[src/rtl/fetch_queue_pkg.sv]
// Shared constants for the instruction-fetch front end and its decode-side consumers.
package fetch_queue_pkg;

    localparam int INSTR_WIDTH = 32;
    localparam int PC_STEP     = 4;

    // Width of one {pc, instruction} entry as seen by decode.
    function automatic int entry_width(input int address_bits);
        return address_bits + INSTR_WIDTH;
    endfunction

endpackage

[src/rtl/fetch_queue_fifo.sv]
// Circular buffer holding fetched {pc, instruction} entries; head data reads as zero when empty.
module fetch_queue_fifo
    import fetch_queue_pkg::*;
#(
    parameter int WIDTH = 16 + INSTR_WIDTH,
    parameter int DEPTH = 4
) (
    input  logic                   clock,
    input  logic                   reset,
    input  logic                   clear,
    input  logic                   wr_en,
    input  logic [WIDTH-1:0]       wr_data,
    input  logic                   rd_en,
    output logic [WIDTH-1:0]       rd_data,
    output logic [$clog2(DEPTH):0] count
);

    localparam int PTR_W = $clog2(DEPTH);

    logic [PTR_W-1:0] wr_ptr_q, wr_ptr_d;
    logic [PTR_W-1:0] rd_ptr_q, rd_ptr_d;
    logic [PTR_W:0]   count_q, count_d;
    logic [WIDTH-1:0] mem_q [DEPTH];
    logic [WIDTH-1:0] mem_d [DEPTH];

    always_comb begin
        wr_ptr_d = wr_ptr_q;
        rd_ptr_d = rd_ptr_q;
        count_d  = count_q;
        mem_d    = mem_q;
        if (clear) begin
            wr_ptr_d = '0;
            rd_ptr_d = '0;
            count_d  = '0;
        end else begin
            if (wr_en) begin
                mem_d[wr_ptr_q] = wr_data;
                wr_ptr_d        = wr_ptr_q + PTR_W'(1);
            end
            if (rd_en) begin
                rd_ptr_d = rd_ptr_q + PTR_W'(1);
            end
            case ({wr_en, rd_en})
                2'b10:   count_d = count_q + (PTR_W + 1)'(1);
                2'b01:   count_d = count_q - (PTR_W + 1)'(1);
                default: count_d = count_q;
            endcase
        end
    end

    always_ff @(posedge clock) begin
        if (reset) begin
            wr_ptr_q <= '0;
            rd_ptr_q <= '0;
            count_q  <= '0;
        end else begin
            wr_ptr_q <= wr_ptr_d;
            rd_ptr_q <= rd_ptr_d;
            count_q  <= count_d;
        end
    end

    // Storage is never observed while count is zero, so it carries no reset.
    always_ff @(posedge clock) begin
        mem_q <= mem_d;
    end

    assign rd_data = (count_q != '0) ? mem_q[rd_ptr_q] : '0;
    assign count   = count_q;

endmodule

[src/rtl/fetch_queue.sv]
// Decoupled fetch front end: sequential fetch, credit-limited issue, redirect flush.
// Optional FETCH_QUEUE_STATS_EN adds saturating flush and starvation counters.
module fetch_queue
    import fetch_queue_pkg::*;
#(
    parameter int                      ADDRESS_BITS = 16,
    parameter int                      DEPTH        = 4,
    parameter logic [ADDRESS_BITS-1:0] RESET_PC     = '0
) (
    input  logic                    clock,
    input  logic                    reset,
    output logic                    mem_req,
    output logic [ADDRESS_BITS-1:0] mem_addr,
    input  logic [31:0]             mem_rdata,
    input  logic                    redirect_valid,
    input  logic [ADDRESS_BITS-1:0] redirect_pc,
    output logic                    out_valid,
    input  logic                    out_ready,
    output logic [ADDRESS_BITS-1:0] out_pc,
    output logic [31:0]             out_instr,
    output logic [$clog2(DEPTH):0]  count
`ifdef FETCH_QUEUE_STATS_EN
    ,
    output logic [15:0]             stat_flushes,
    output logic [15:0]             stat_starve
`endif
);

    localparam int CNT_W   = $clog2(DEPTH) + 1;
    localparam int SUM_W   = CNT_W + 1;
    localparam int ENTRY_W = entry_width(ADDRESS_BITS);

    logic [ADDRESS_BITS-1:0] fetch_pc_q, fetch_pc_d;
    logic [ADDRESS_BITS-1:0] inflight_pc_q, inflight_pc_d;
    logic                    inflight_q, inflight_d;
    logic [ADDRESS_BITS-1:0] redirect_target;
    logic [SUM_W-1:0]        credits_used;
    logic                    issue, push, pop;
    logic [ENTRY_W-1:0]      head;

    // Entries already buffered plus the read still in flight must leave room for the response.
    assign credits_used    = SUM_W'(count) + SUM_W'(inflight_q);
    assign redirect_target = redirect_pc & ~ADDRESS_BITS'(3);

    always_comb begin
        issue         = !reset && !redirect_valid && (credits_used < SUM_W'(DEPTH));
        push          = inflight_q && !redirect_valid;
        pop           = out_valid && out_ready && !redirect_valid;
        fetch_pc_d    = fetch_pc_q;
        inflight_d    = issue;
        inflight_pc_d = fetch_pc_q;
        if (redirect_valid) begin
            fetch_pc_d = redirect_target;
        end else if (issue) begin
            fetch_pc_d = fetch_pc_q + ADDRESS_BITS'(PC_STEP);
        end
    end

    always_ff @(posedge clock) begin
        if (reset) begin
            fetch_pc_q <= RESET_PC;
            inflight_q <= 1'b0;
        end else begin
            fetch_pc_q <= fetch_pc_d;
            inflight_q <= inflight_d;
        end
    end

    always_ff @(posedge clock) begin
        inflight_pc_q <= inflight_pc_d;
    end

    fetch_queue_fifo #(
        .WIDTH (ENTRY_W),
        .DEPTH (DEPTH)
    ) u_fifo (
        .clock   (clock),
        .reset   (reset),
        .clear   (redirect_valid),
        .wr_en   (push),
        .wr_data ({inflight_pc_q, mem_rdata}),
        .rd_en   (pop),
        .rd_data (head),
        .count   (count)
    );

    assign mem_req              = issue;
    assign mem_addr             = fetch_pc_q;
    assign out_valid            = (count != '0);
    assign {out_pc, out_instr}  = head;

`ifdef FETCH_QUEUE_STATS_EN
    logic [15:0] stat_flushes_q, stat_flushes_d;
    logic [15:0] stat_starve_q, stat_starve_d;

    function automatic logic [15:0] sat_inc(input logic [15:0] value);
        return (value == 16'hFFFF) ? value : value + 16'd1;
    endfunction

    always_comb begin
        stat_flushes_d = redirect_valid ? sat_inc(stat_flushes_q) : stat_flushes_q;
        stat_starve_d  = (!out_valid && out_ready) ? sat_inc(stat_starve_q) : stat_starve_q;
    end

    always_ff @(posedge clock) begin
        if (reset) begin
            stat_flushes_q <= '0;
            stat_starve_q  <= '0;
        end else begin
            stat_flushes_q <= stat_flushes_d;
            stat_starve_q  <= stat_starve_d;
        end
    end

    assign stat_flushes = stat_flushes_q;
    assign stat_starve  = stat_starve_q;
`endif

endmodule

[config.mk]
export PLATFORM = sky130hd
export DESIGN_NAME = fetch_queue
export DESIGN_NICKNAME = d
export VERILOG_FILES = /design/src/rtl/fetch_queue_pkg.sv /design/src/rtl/fetch_queue_fifo.sv /design/src/rtl/fetch_queue.sv
export SDC_FILE = /design/constraint.sdc
export NUM_CORES = 1
export LEC_CHECK = 0
export CAP_MARGIN = 40
export CORE_ASPECT_RATIO = 1.1
export CORE_MARGIN = 2
export CORE_UTILIZATION = 30
export CTS_CLUSTER_SIZE = 20
export DETAILED_ROUTE_END_ITERATION = 8
export SLEW_MARGIN = 20
export SYNTH_ARGS = -nofsm -noshare
export SYNTH_HDL_FRONTEND = slang
export SYNTH_SLANG_ARGS = --single-unit
[constraint.sdc]
create_clock -name clock -period 3.6 [get_ports clock]
set_clock_uncertainty 0.15 [all_clocks]
set_input_delay 0.72 -clock clock [delete_from_list [all_inputs] [get_ports clock]]
set_output_delay 0.72 -clock clock [all_outputs]
set_load 0.02 [all_outputs]
==> flow_metrics.py <==
metrics = {
    "power": {
        "clockPowerShare_pct": 43.7,
        "p_sw_w": 0.001088,
        "p_comb_share_pct": 4.4,
        "p_sw_share_pct": 19.91,
        "p_leak_nw": 3.476,
        "irDropWorstVdd_v": 0.0002114,
        "p_int_w": 0.004375,
        "power.density_nw_per_um2": 500.1,
        "p_seq_share_pct": 51.9,
    },
    "hold_path": {
        "hold_depth": 0,
        "hold-path-endpoint": "inflight_pc_q[14]",
        "hold_class": "flip-flop to flip-flop",
        "min_from": "mem_addr[14]",
    },
    "finish": {
        "final_cell_mix": "edfxtp_1 (184), clkdlybuf4s50_1 (114), nor2b_1 (53)",
        "final_cell_area_um2": 10920,
        "area_growth_pct": 29.19,
        "fin_cells": 981,
        "diodes": 0,
        "mostFrequentLayoutCell": "edfxtp_1",
        "drive_gt1_share_pct": 17.96,
        "nets": 659,
    },
    "clock_network": {
        "cts_tree": "done",
        "clkSinkCount": 220,
        "post_cts.resized_instances": 0,
        "postCtsHoldBufs": 0,
        "htree_levels": 1,
        "clkTransAtPathRegs_ps": 60,
        "postCtsSetupBuffers": 0,
        "clockBufferDepth": 3,
        "cts_inserted_buffers": 24,
        "clk_latency_ps": 500,
        "root_buffer": "clkbuf_16",
    },
    "worst_setup_path": {
        "r2r_end": "u_fifo.count[2]",
        "crit_path_top_delay_cell": "dfxtp_4",
        "crit_required_ps": 2730,
        "cp_top_family": "buffers and inverters",
        "ff2ff_path_depth": 8,
        "regToRegSetupSlack_ps": 1170,
        "critPathMaxFanout": 18,
        "r2r_start": "u_fifo.count[0]",
        "slowest_delay_ps": 560,
        "crit_chain": "buf_12, mux4_2, nor2b_1, clkdlybuf4s50_1",
        "path_class": "flip-flop to primary output",
        "arrival_ps": 2550,
        "cp.buffers_inverters": 2,
        "crit_path_end_kind": "primary output",
        "crit_path_start_kind": "flip-flop",
    },
    "routing": {
        "met2WireLength_um": 8764,
        "met1Wirelength_um": 7352,
        "drt_pass1_iterations": 4,
        "vias_per_cell": 4.671,
        "route.met3.wl_um": 1024,
        "drt_iter0_drc": 274,
        "wirelength_um": 17460,
        "routed.top_layer": "met4",
        "wl_per_cell_um": 17.80,
        "drc": 0,
        "ant_nets": 0,
        "num_vias": 4582,
    },
    "global_routing": {
        "grt_max_degree": 47,
        "antenna_found_initial": 0,
        "grt_overflow": 0,
        "grt_pass1_wl_um": 27290,
        "track_usage_pct": 11.85,
        "grt_pass1_vias": 4970,
    },
    "synthesis": {
        "synth_top_area_share_pct": 65.34,
        "synth-xor-area-share_pct": 0.8286,
        "yosys-top-cells-area": "edfxtp_1 (65%), mux4_2 (12%), dfxtp_1 (8.5%)",
        "ys_ff_latch": 220,
        "synth-compound-area-share_pct": 2.308,
        "syn-mean-instance-area_um2": 18.26,
        "ys_types": 38,
        "yosys_warnings": 0,
        "syn_inst": 463,
        "synth_fa_ha_area_share_pct": 1.125,
        "syn_area_um2": 8456,
        "synth_top_cell_by_area": "edfxtp_1",
        "synthSimpleGateAreaFrac_pct": 7.280,
        "seq_area_frac_synth_pct": 73.87,
        "synth_top_family_by_area": "multiplexers",
        "synth_mux_area_share_pct": 12.62,
    },
    "timing": {
        "rsz0062_at_grt": "false",
        "tns_ps": 0,
        "setup_ws_ps": 178.8,
        "finalCritPeriodShare_pct": 95.03,
        "fmax_mhz": 292.3,
        "period_needed_ps": 3421,
        "finalHoldViolCount": 0,
        "drv_slew": 0,
        "setup-violations-final": 0,
    },
    "placed_design": {
        "place_area_um2": 10140,
        "dpl_worst_slack_ps": 300.6,
        "io_buffers": 114,
        "routabilityCongestion": 0.8691,
        "dp_cells": 937,
        "hpwl_um": 10850,
    },
    "floorplanning": {
        "die_h_um": 180.1,
        "io_pins": 121,
        "start_util_pct": 30.43,
        "num_rows": 64,
        "dieWidth_um": 164.1,
        "coreArea_um2": 27790,
        "die_area_um2": 29550,
    },
    "outcome": {
        "status": "complete, no violations",
    },
    "job": {
        "max_cap_viol_count": 0,
    },
}
## metal layers
| layer | vias up | track usage, % |
|---|---|---|
| met1 | 2334 | 14.97 |
| li1 | 2061 | - |
| met3 | 31 | 2.394 |
| met4 | 0 | 3.263 |
| met5 | - | 0 |
| met2 | 156 | 20.59 |
## cell type report
type | count | area (um2)
fillers | 2490 | 16860
flip-flops and latches | 220 | 6251
multi-input cells | 210 | 2068
repair buffers | 133 | 1321
clock buffers | 30 | 664.4
well taps | 363 | 454.2
clock inverters | 14 | 123.9
inverters | 11 | 41.29
## synth_stat cells
master	n
or3_4	1
a22oi_1	2
and2b_1	1
or2_1	1
buf_4	4
inv_1	11
clkbuf_1	11
nand3_1	10
a21oi_1	12
fa_1	1
and3_1	4
a31oi_1	5
dfxtp_1	36
nor3b_1	1
buf_6	1
buf_2	4
and2_1	4
a221oi_1	1
o21ai_0	10
mux4_2	46
o221ai_1	1
mux2i_1	2
xor2_1	6
or3_1	5
a32oi_1	1
xnor2_1	2
edfxtp_1	184
nor3_1	5
ha_1	6
nand3b_1	1
conb_1	1
o22ai_1	2
nand2_1	7
mux2_2	1
buf_1	5
and4_1	1
nor2b_1	53
nor2_1	14
## power groups by stage
stage | clock network [W] | registers, W | logic [W]
2_1_floorplan | 0 | 0.00289 | 0.0000947
3_3_place_gp | 0 | 0.00289 | 0.000234
3_5_place_dp | 0 | 0.00289 | 0.000240
4_1_cts | 0.00247 | 0.00284 | 0.000241
5_1_grt | 0.00257 | 0.00284 | 0.000256
6_report | 0.00239 | 0.00284 | 0.000238
## worst max-delay path by stage
stage | endpoint | slack (ps) | start | depth (start not counted)
after floorplan | u_fifo.mem_q[0] | 820 | redirect_valid | 3
after global placement | mem_req | 310 | redirect_valid | 5
after detailed placement | mem_req | 300 | redirect_valid | 5
after CTS | out_pc[15] | 60 | u_fifo.rd_ptr_q[0] | 4
after global routing | out_instr[0] | 30 | u_fifo.rd_ptr_q[0] | 4
final | out_pc[14] | 180 | u_fifo.rd_ptr_q[0] | 4
## worst register-to-register path, cell delays in order (launching register included)
cell     delay (ps)
dfxtp_1         460
nor3_2          120
nor3b_1         300
ha_1            250
inv_1            60
fa_1            370
xor2_1          170
or3_1           300
a21oi_1         170
## state kept, by name (all words and copies together) (netlist names)
register / count
inflight_q: 1
inflight_pc_q: 14
u_fifo.rd_ptr_q: 2
mem_addr: 14
u_fifo.wr_ptr_q: 2
u_fifo.mem_q: 184
u_fifo.count: 3
## cell families (layout without fill, tap and decap cells)
group / Yosys count / in the layout
other: 1 / 4
and+or+nand+nor: 108 / 108
xor gates and xnor gates: 8 / 8
DFF: 220 / 220
AOI/OAI and AO/OA: 34 / 34
adders and majority gates: 7 / 7
muxes: 49 / 49
buffers and inverters: 36 / 188
## stage by stage
step	hold slack (ps)	total power, W	util [%]
after CTS	255.0	0.005546	39.31
after global placement	247.0	0.003120	36.48
final	263.4	0.005463	39.31
after floorplan	288.3	0.002987	-
after global routing	265.7	0.005670	39.31
after detailed placement	244.0	0.003131	36.48
(Power assumes the default switching activity.)
